### config.mk
export PLATFORM = sky130hd
export DESIGN_NAME = reg_dump_streamer
export DESIGN_NICKNAME = d
export VERILOG_FILES = /design/src/rtl/reg_dump_streamer.sv
export SDC_FILE = /design/constraint.sdc
export NUM_CORES = 1
export LEC_CHECK = 0
export ABC_CLOCK_PERIOD_IN_PS = 3100
export BUFFER_PORTS_ARGS = -buffer_cell sky130_fd_sc_hd__buf_2
export CORE_UTILIZATION = 59
export CTS_CLUSTER_SIZE = 28
export DETAILED_ROUTE_END_ITERATION = 12
export PLACE_DENSITY_LB_ADDON = 0.1
export SLEW_MARGIN = 10
export SYNTH_ARGS = -nofsm -noshare
export SYNTH_HDL_FRONTEND = slang
export SYNTH_SLANG_ARGS = --single-unit
### constraint.sdc
create_clock -name clk -period 3.1 [get_ports clk]
set_input_delay 0.62 -clock clk [delete_from_list [all_inputs] [get_ports clk]]
set_output_delay 0.62 -clock clk [all_outputs]
set_load 0.05 [all_outputs]
### src/rtl/reg_dump_streamer.sv
`default_nettype none
// ============================================================================
// Module   : reg_dump_streamer
// Brief    : Sweeps the CPU debug port and streams every register as bytes.
//            Frame: HEADER, 4 bytes per register (MSB first), XOR checksum.
// Revision : 1.0 - initial release
// ============================================================================
module reg_dump_streamer #(
    parameter int          NUM_REGS = 32,
    parameter logic [7:0]  HEADER   = 8'hA5
) (
    input  logic        clk,
    input  logic        rst,
    input  logic        start,
    output logic [4:0]  reg_sel,
    input  logic [31:0] reg_data,
    output logic [7:0]  out_data,
    output logic        out_valid,
    input  logic        out_ready,
    output logic        busy,
    output logic        done
);

    localparam logic [4:0] c_LAST = 5'(NUM_REGS - 1);

    typedef enum logic [2:0] {
        S_IDLE = 3'd0,
        S_HDR  = 3'd1,
        S_SEL  = 3'd2,
        S_CAP  = 3'd3,
        S_SEND = 3'd4,
        S_CSUM = 3'd5,
        S_DONE = 3'd6
    } state_t;

    state_t      r_state;
    state_t      w_next;
    logic [4:0]  r_idx;
    logic [31:0] r_shift;
    logic [1:0]  r_cnt;
    logic [7:0]  r_csum;
    logic        w_xfer;

    assign w_xfer  = out_valid & out_ready;
    assign reg_sel = r_idx;

    always_ff @(posedge clk) begin
        if (rst) begin
            r_state <= S_IDLE;
        end else begin
            r_state <= w_next;
        end
    end

    always_comb begin
        w_next    = r_state;
        out_valid = 1'b0;
        out_data  = 8'h00;
        busy      = 1'b1;
        done      = 1'b0;
        case (r_state)
            S_IDLE: begin
                busy = 1'b0;
                if (start) begin
                    w_next = S_HDR;
                end
            end
            S_HDR: begin
                out_valid = 1'b1;
                out_data  = HEADER;
                if (w_xfer) begin
                    w_next = S_SEL;
                end
            end
            S_SEL: begin
                w_next = S_CAP;
            end
            S_CAP: begin
                w_next = S_SEND;
            end
            S_SEND: begin
                out_valid = 1'b1;
                out_data  = r_shift[31:24];
                if (w_xfer && r_cnt == 2'd3) begin
                    w_next = (r_idx == c_LAST) ? S_CSUM : S_SEL;
                end
            end
            S_CSUM: begin
                out_valid = 1'b1;
                out_data  = r_csum;
                if (w_xfer) begin
                    w_next = S_DONE;
                end
            end
            S_DONE: begin
                done   = 1'b1;
                w_next = S_IDLE;
            end
            default: begin
                busy   = 1'b0;
                w_next = S_IDLE;
            end
        endcase
    end

    // reg_data is sampled only in CAP, so the CPU value may move freely elsewhere
    always_ff @(posedge clk) begin
        if (rst) begin
            r_idx   <= 5'd0;
            r_shift <= 32'd0;
            r_cnt   <= 2'd0;
            r_csum  <= 8'd0;
        end else begin
            case (r_state)
                S_IDLE: begin
                    if (start) begin
                        r_idx  <= 5'd0;
                        r_csum <= 8'd0;
                    end
                end
                S_CAP: begin
                    r_shift <= reg_data;
                    r_cnt   <= 2'd0;
                end
                S_SEND: begin
                    if (w_xfer) begin
                        r_csum  <= r_csum ^ r_shift[31:24];
                        r_shift <= {r_shift[23:0], 8'h00};
                        r_cnt   <= r_cnt + 2'd1;
                        if (r_cnt == 2'd3 && r_idx != c_LAST) begin
                            r_idx <= r_idx + 5'd1;
                        end
                    end
                end
                S_CSUM: begin
                    if (w_xfer) begin
                        r_idx <= 5'd0;
                    end
                end
                default: begin
                end
            endcase
        end
    end

endmodule
`default_nettype wire

==> impl_metrics.tcl, run 1 <==
set metrics [dict create \
    crit_arrival_ns 1.92 \
    clock-sinks 50 \
    final_common_cell "nand2_1" \
    slowest_delay_ns 0.42 \
    cts.path.max_buffers 2 \
    crit_fanout 35 \
    critPathKind "flip-flop to primary output" \
    cts_hold_buffers 0 \
    setup_viol 0 \
    yosysSeqAreaShare 0.393 \
    design.die.area_sq_um 4580 \
    grt_overflow 0 \
    startpoint "r_state[0]$_SDFFE_PP0P_" \
    post-cts-setup-buffers 0 \
    syn_nets 347 \
    r2r-end "reg_sel[0]$_SDFFE_PP0P_" \
    yosysTopAreaCell "dfxtp_1" \
    diodes 0 \
    status "completed" \
    die_x_microns 67.7 \
    grtUsageMet2 0.385 \
    num_vias 2266 \
    drt_pass1_iterations 5 \
    regToRegSetupSlack_ns 1.01 \
    p_leak_uw 0.00119 \
    slew_headroom 0.583 \
    grt_busiest_layer "met2" \
    synth_fa_ha_area_frac 0.0393 \
    grt_util_met3 0.0625 \
    fp.dieH_microns 67.7 \
    postSynthAreaPerCell_sq_um 8.41 \
    grt_max_degree 36 \
    layout_common_cells "nand2_1 (60), buf_2 (51), dfxtp_1 (50)" \
    num_rows 23 \
    setup_tns_ns 0 \
    min_period_over_period 0.821 \
    yosysUniqueCellTypes 41 \
    post_dp_cell_area_sq_um 2790 \
    cts_tree "yes" \
    crit_end "busy" \
    synth_compound_area_frac 0.217 \
    cp_top_family "simple AND/OR/NAND/NOR gates" \
    cp_slowest_cell "dfxtp_1" \
    cts_resized 0 \
    cp_num_buf_inv 2 \
    power_density_nw_per_um2 744 \
    synth_xor_xnor_area_share 0.0275 \
    layout.cells.non_filler 396 \
    rsz0062_at_grt "no" \
    wire_per_inst_microns 13.9 \
    ios 52 \
    gp_congestion 0.842 \
    finalHoldViolations 0 \
    cts-buffers-inserted 5 \
    path_clk_slew_ns 0.09 \
    fin_worst_skew_ns 0.00721 \
    synth-seq-cells 50 \
    io_buffers 51 \
    r2r-start "reg_sel[0]$_SDFFE_PP0P_" \
    yosysTopAreaCellShare 0.393 \
    maxCapViolations 0 \
    clk_latency_ns 0.30 \
    area.growth.synth_to_final_pct 12.8 \
    nets 389 \
    fillers 364 \
    placed_cells 388 \
    min_path_type "flip-flop to flip-flop" \
    required_ns 2.48 \
    peakVddDrop_mv 0.436 \
    grt_pass1_wl_microns 8730 \
    initial_core_util 0.623 \
    netlist_area_sq_um 2550 \
    yosys.area_share.simple 0.239 \
    drc 0 \
    grt_pass1_vias 1910 \
    fin_area_sq_um 2870 \
    antenna_found_initial 0 \
    detail_route.iter0.violations 204 \
    fmax_mhz 393 \
    dp_hpwl_microns 3800 \
    critical_path_cell_count 5 \
    syn_inst 303 \
    met1_usage 0.359 \
    cts-root-buf "clkbuf_8" \
    drive_above_1_share 0.231 \
    routed_wl_microns 5490 \
    start_kind "flip-flop" \
    postRouteAntennaNets 0 \
    grt.total_usage 0.254 \
    htreeDepth 2 \
    routed_via_density 5.72 \
    rr_worst_depth 7 \
    yosys_warnings 0 \
    worst_pin_slew_ns 0.626 \
    crit_chain "inv_1, ha_1, and2_4, or3_1, buf_2" \
    synth_top_family_by_area "simple AND/OR/NAND/NOR gates" \
    ys_top_cells_by_area "dfxtp_1 (39%), nand2_1 (8.8%), nor2_1 (6.9%)" \
    cp-end-kind "primary output" \
    synth_mux_area_frac 0.0305 \
    slew_violations 0 \
    core-area_sq_um 4090 \
    fin_crit_ns 2.54 \
]
## state kept, by name, indices dropped and copies added, names as in the netlist
| name | count |
|---|---|
| r_state | 3 |
| r_cnt | 2 |
| r_shift | 32 |
| reg_sel | 5 |
| r_csum | 8 |
## synthesized netlist by cell type
library cell,n
o211ai_1,1
ha_1,8
nand3b_1,2
nor2b_1,4
nand2b_1,3
a21oi_1,5
dfxtp_1,50
xor2_1,8
a41o_1,1
mux2_2,2
a32oi_1,1
a311oi_2,10
o21a_1,2
clkinv_1,1
buf_1,1
a311oi_1,16
buf_2,5
a31o_2,1
and3_1,3
a22oi_1,12
buf_6,4
nor3_1,2
clkbuf_1,11
and2_1,2
nor2_1,47
a21o_1,3
or3_1,1
nor3b_1,1
a221oi_1,2
and2_4,1
nand3_1,11
o21ai_0,7
a21boi_0,2
inv_1,3
buf_4,1
mux2i_1,4
nand3_2,1
a31oi_1,1
nand2_1,60
mux2_4,1
and4b_1,2
## power breakdown
part | switching, uW | total [uW] | internal [uW]
clock | 215 | 375 | 160
sequential | 80.6 | 833 | 753
combinational | 620 | 929 | 310
total | 915 | 2140 | 1220
## worst reg2reg max path, stage by stage, from the launching register on
cell,delay (ns)
dfxtp_1,0.35
ha_1,0.24
and3_1,0.19
ha_1,0.21
o21ai_0,0.24
and2_1,0.22
o21a_1,0.23
mux2_4,0.31
## metal layers
layer  vias up  routed length [microns]
met5         -                        0
met4         0                       43
met3         4                      273
met2        69                     2520
met1      1048                     2660
li1       1145                        -
## layout make-up
| cell class | count | area, sq um | area share |
|---|---|---|---|
| clock buffers | 6 | 72.6 | 0.0253 |
| clock inverters | 2 | 13.8 | 0.00479 |
| inverters | 4 | 15.0 | 0.00522 |
| multi-input cells | 227 | 1410 | 0.490 |
| flip-flops and latches | 50 | 1000 | 0.348 |
| well taps | 50 | 62.6 | 0.0218 |
| repair buffers | 57 | 300 | 0.104 |
## worst min-delay path by stage
stage	depth (start not counted)	start	slack, ns	to
final	2	r_shift[23]$_SDFFE_PP0P_	0.48	r_shift[31]$_SDFFE_PP0P_
after global routing	2	r_shift[23]$_SDFFE_PP0P_	0.50	r_shift[31]$_SDFFE_PP0P_
after CTS	2	r_shift[23]$_SDFFE_PP0P_	0.48	r_shift[31]$_SDFFE_PP0P_
after detailed placement	2	r_shift[10]$_SDFFE_PP0P_	0.47	r_shift[18]$_SDFFE_PP0P_
after global placement	2	r_shift[23]$_SDFFE_PP0P_	0.46	r_shift[31]$_SDFFE_PP0P_
after floorplan	2	r_shift[2]$_SDFFE_PP0P_	0.45	r_shift[10]$_SDFFE_PP0P_
## logic make-up (layout without fill, tap and decap cells)
logic type               Yosys count  after routing
AO/OA/AOI/OAI                     64             64
XOR/XNOR                           8              8
AND/OR/NAND/NOR                  140            140
flip-flops                        50             50
adder cells (fa/ha/maj)            8              8
buffers and inverters             26             69
multiplexers                       7              7
## through the flow
step                total power, uW  setup WS, ns   util  hold slack, ns
finish                         2140         0.556  0.703           0.477
global route                   2270         0.466  0.703           0.496
CTS                            2130         0.558  0.703           0.480
detailed placement             1770         0.899  0.682           0.471
global placement               1750         0.962  0.682           0.461
floorplan                      1600         0.577      -           0.455
(Power assumes the default switching activity.)
==> run 2, diff against run 1 <==
Settings changed: ABC_AREA set to 1, ABC_CLOCK_PERIOD_IN_PS 3100 to 2400, CORE_UTILIZATION 59 to 54.
Clock period 3.1 ns to 2.4 ns, I/O delays scaled along.
==> run 2 against run 1 <==
Net effect: setup slack worse by 0.39 ns; sequential cell count unchanged; register-to-register slack worse by 0.56 ns; synthesized area shrank 4.6%; sequential power up 39%; final cell count increased by 10%; clock power up 41%; via count increased by 2.0%; count of clock-buffer cells in the layout is the same; first-iteration DRC count decreased by 35%; routed wire length down 3.8%; combinational power increased by 42%; highest routed layer unchanged.
==> impl_metrics.tcl, run 2 <==
set metrics [dict create \
    synth-seq-cells 50 \
    cp_slowest_cell "dfxtp_1" \
    area.growth.synth_to_final_pct 14.7 \
    yosysTopAreaCellShare 0.412 \
    place_ws_ns 0.352 \
    antenna_found_initial 0 \
    design.die.area_sq_um 4770 \
    num_vias 2312 \
    grt_pass1_vias 2068 \
    synth_edf_count 0 \
    slowest_delay_ns 0.35 \
    drive_above_1_share 0.203 \
    worst_pin_slew_ns 0.447 \
    fillers 409 \
    layout_common_cells "nand2_1 (95), buf_2 (50), dfxtp_1 (50)" \
    slew_violations 0 \
    finalHoldViolations 0 \
    cp-end-kind "primary output" \
    fp.dieH_microns 69.1 \
    routed_via_density 5.29 \
    syn_nets 381 \
    drc 0 \
    post-cts-setup-buffers 0 \
    gp_congestion 0.880 \
    htreeDepth 2 \
    cts.path.max_buffers 2 \
    final.setup.worst_slack_ns 0.167 \
    initial_core_util 0.558 \
    crit_fanout 10 \
    grt_pass1_wl_microns 8920 \
    cts-root-buf "clkbuf_8" \
    final_common_cell "nand2_1" \
    routed_wl_microns 5280 \
    die_x_microns 69.1 \
    largest_reg_flops 32 \
    power_density_nw_per_um2 1080 \
    cts_tree "yes" \
    maxCapViolations 0 \
    detail_route.iter0.violations 133 \
    path_clk_slew_ns 0.09 \
    clock-sinks 50 \
    netlist_area_sq_um 2430 \
    ys_top_cells_by_area "dfxtp_1 (41%), nand2_1 (15%), a31oi_1 (6.2%)" \
    synthTopCellsByCount "nand2_1 (95), dfxtp_1 (50), inv_1 (28), a31oi_1 (24)" \
    crit_chain "inv_1, ha_1, nand2_2, o221ai_1, buf_2" \
    critPathKind "flip-flop to primary output" \
    nets 428 \
    layout.cells.non_filler 437 \
    fin_worst_skew_ns 0.00891 \
    yosysTopAreaCell "dfxtp_1" \
    synth_ff_type "dfxtp_1" \
    drt_pass1_iterations 4 \
    hold-worst-slack_ns 0.417 \
    rsz0062_at_grt "no" \
    syn_inst 337 \
    crit_arrival_ns 1.75 \
    yosys_warnings 0 \
    core-area_sq_um 4350 \
    postRouteAntennaNets 0 \
    ios 52 \
    fin_crit_ns 2.23 \
    num_rows 24 \
    io_buffers 51 \
    dp_hpwl_microns 3590 \
    clk_latency_ns 0.30 \
    wire_per_inst_microns 12.1 \
    yosysMostFrequentCell "nand2_1" \
    slew_headroom 0.702 \
    grt.total_usage 0.227 \
    cts-buffers-inserted 5 \
    top_register "r_shift" \
    required_ns 1.92 \
    yosysUniqueCellTypes 29 \
    hold_start "reg_data[1]" \
    fmax_mhz 448 \
    startpoint "r_state[1]$_SDFFE_PP0P_" \
    peakVddDrop_mv 0.465 \
    start_kind "flip-flop" \
    synthArstFlopShare 0 \
    p_leak_uw 0.00122 \
    setup_tns_ns 0 \
    diodes 0 \
    grt_max_degree 50 \
    status "completed" \
    r2r-start "r_state[1]$_SDFFE_PP0P_" \
    yosysSeqAreaShare 0.412 \
    min_path_type "input port to flip-flop" \
    setup_viol 0 \
    placed_cells 428 \
    min_period_over_period 0.930 \
    grt_overflow 0 \
    postSynthAreaPerCell_sq_um 7.21 \
]
## run 2: cell types whose count changed in the layout (fill, tap and decap cells not counted), moves of 8 or more
cell	change
nor2_1	-31
a311oi_1	-16
inv_1	+25
a22oi_1	-12
o21ai_0	+15
a21oi_1	+17
xor2_1	-8
nor3_1	+9
nand2_1	+35
a31oi_1	+23
a311oi_2	-10
## run 2: per-layer routing
metal  track usage  part of all wire  vias to the layer above
met5             0                 0                        -
met4        0.0726             0.014                        0
met1         0.288              0.50                     1028
li1              -                 -                     1218
met2         0.380              0.44                       58
met3        0.0526             0.050                        8
## run 2: cell type report
type                            count  area [sq um]  share of cell area
Inverter                           32           120              0.0431
Timing Repair Buffer               55           288               0.103
Sequential cell                    50          1000               0.359
Tap cell                           52          65.1              0.0233
Clock inverter                      2          17.5             0.00628
Clock buffer                        6          82.6              0.0296
Multi-Input combinational cell    240          1210               0.435
## run 2: where the power goes
part	total (uW)	leakage (uW)	internal [uW]	switching, uW
registers	1160	0.000407	1030	139
clock network	529	0.0000514	238	291
logic	1320	0.000758	391	931
total	3010	0.00122	1650	1360
## run 2: repair_timing
action | in CTS | in global routing
setup endpoints to repair | 0 | 1
hold buffers | 0 | 0
gates resized for setup | 0 | 2
## run 2: path summary, 6_finish.rpt
path	cells past startpoint	end	slack (ns)
max	5	out_data[2]	0.17
min	3	r_shift[1]$_SDFFE_PP0P_	0.42
max reg2reg	9	r_cnt[0]$_SDFFE_PP0P_	0.45
min reg2reg	2	r_csum[7]$_SDFFE_PP0P_	0.46
## run 2: kinds of logic (layout without fill, tap and decap cells)
| family | count (synthesis) | in the layout | synth area share |
|---|---|---|---|
| adder cells (fa/ha/maj) | 8 | 8 | 0.0412 |
| AND/OR/NAND/NOR | 148 | 149 | 0.261 |
| AO/OA/AOI/OAI | 83 | 83 | 0.194 |
| buffers and inverters | 48 | 95 | 0.0926 |
| flip-flops | 50 | 50 | 0.412 |
## run 2: through the flow
stage / power [uW] / instance area, sq um / util
floorplan: 2230 / 2430 / -
global placement: 2460 / 2680 / 0.615
detailed placement: 2480 / 2680 / 0.615
CTS: 3010 / 2780 / 0.638
global route: 3250 / 2790 / 0.640
finish: 3010 / 2790 / 0.640
## run 2: worst max-delay path: cells and delay by family, from the launching register on
family	cells	cell delay [ns]
adders and majority gates	1	0.27
and+or+nand+nor	1	0.18
AOI/OAI and AO/OA	1	0.24
buffers and inverters	2	0.40
DFF	1	0.35
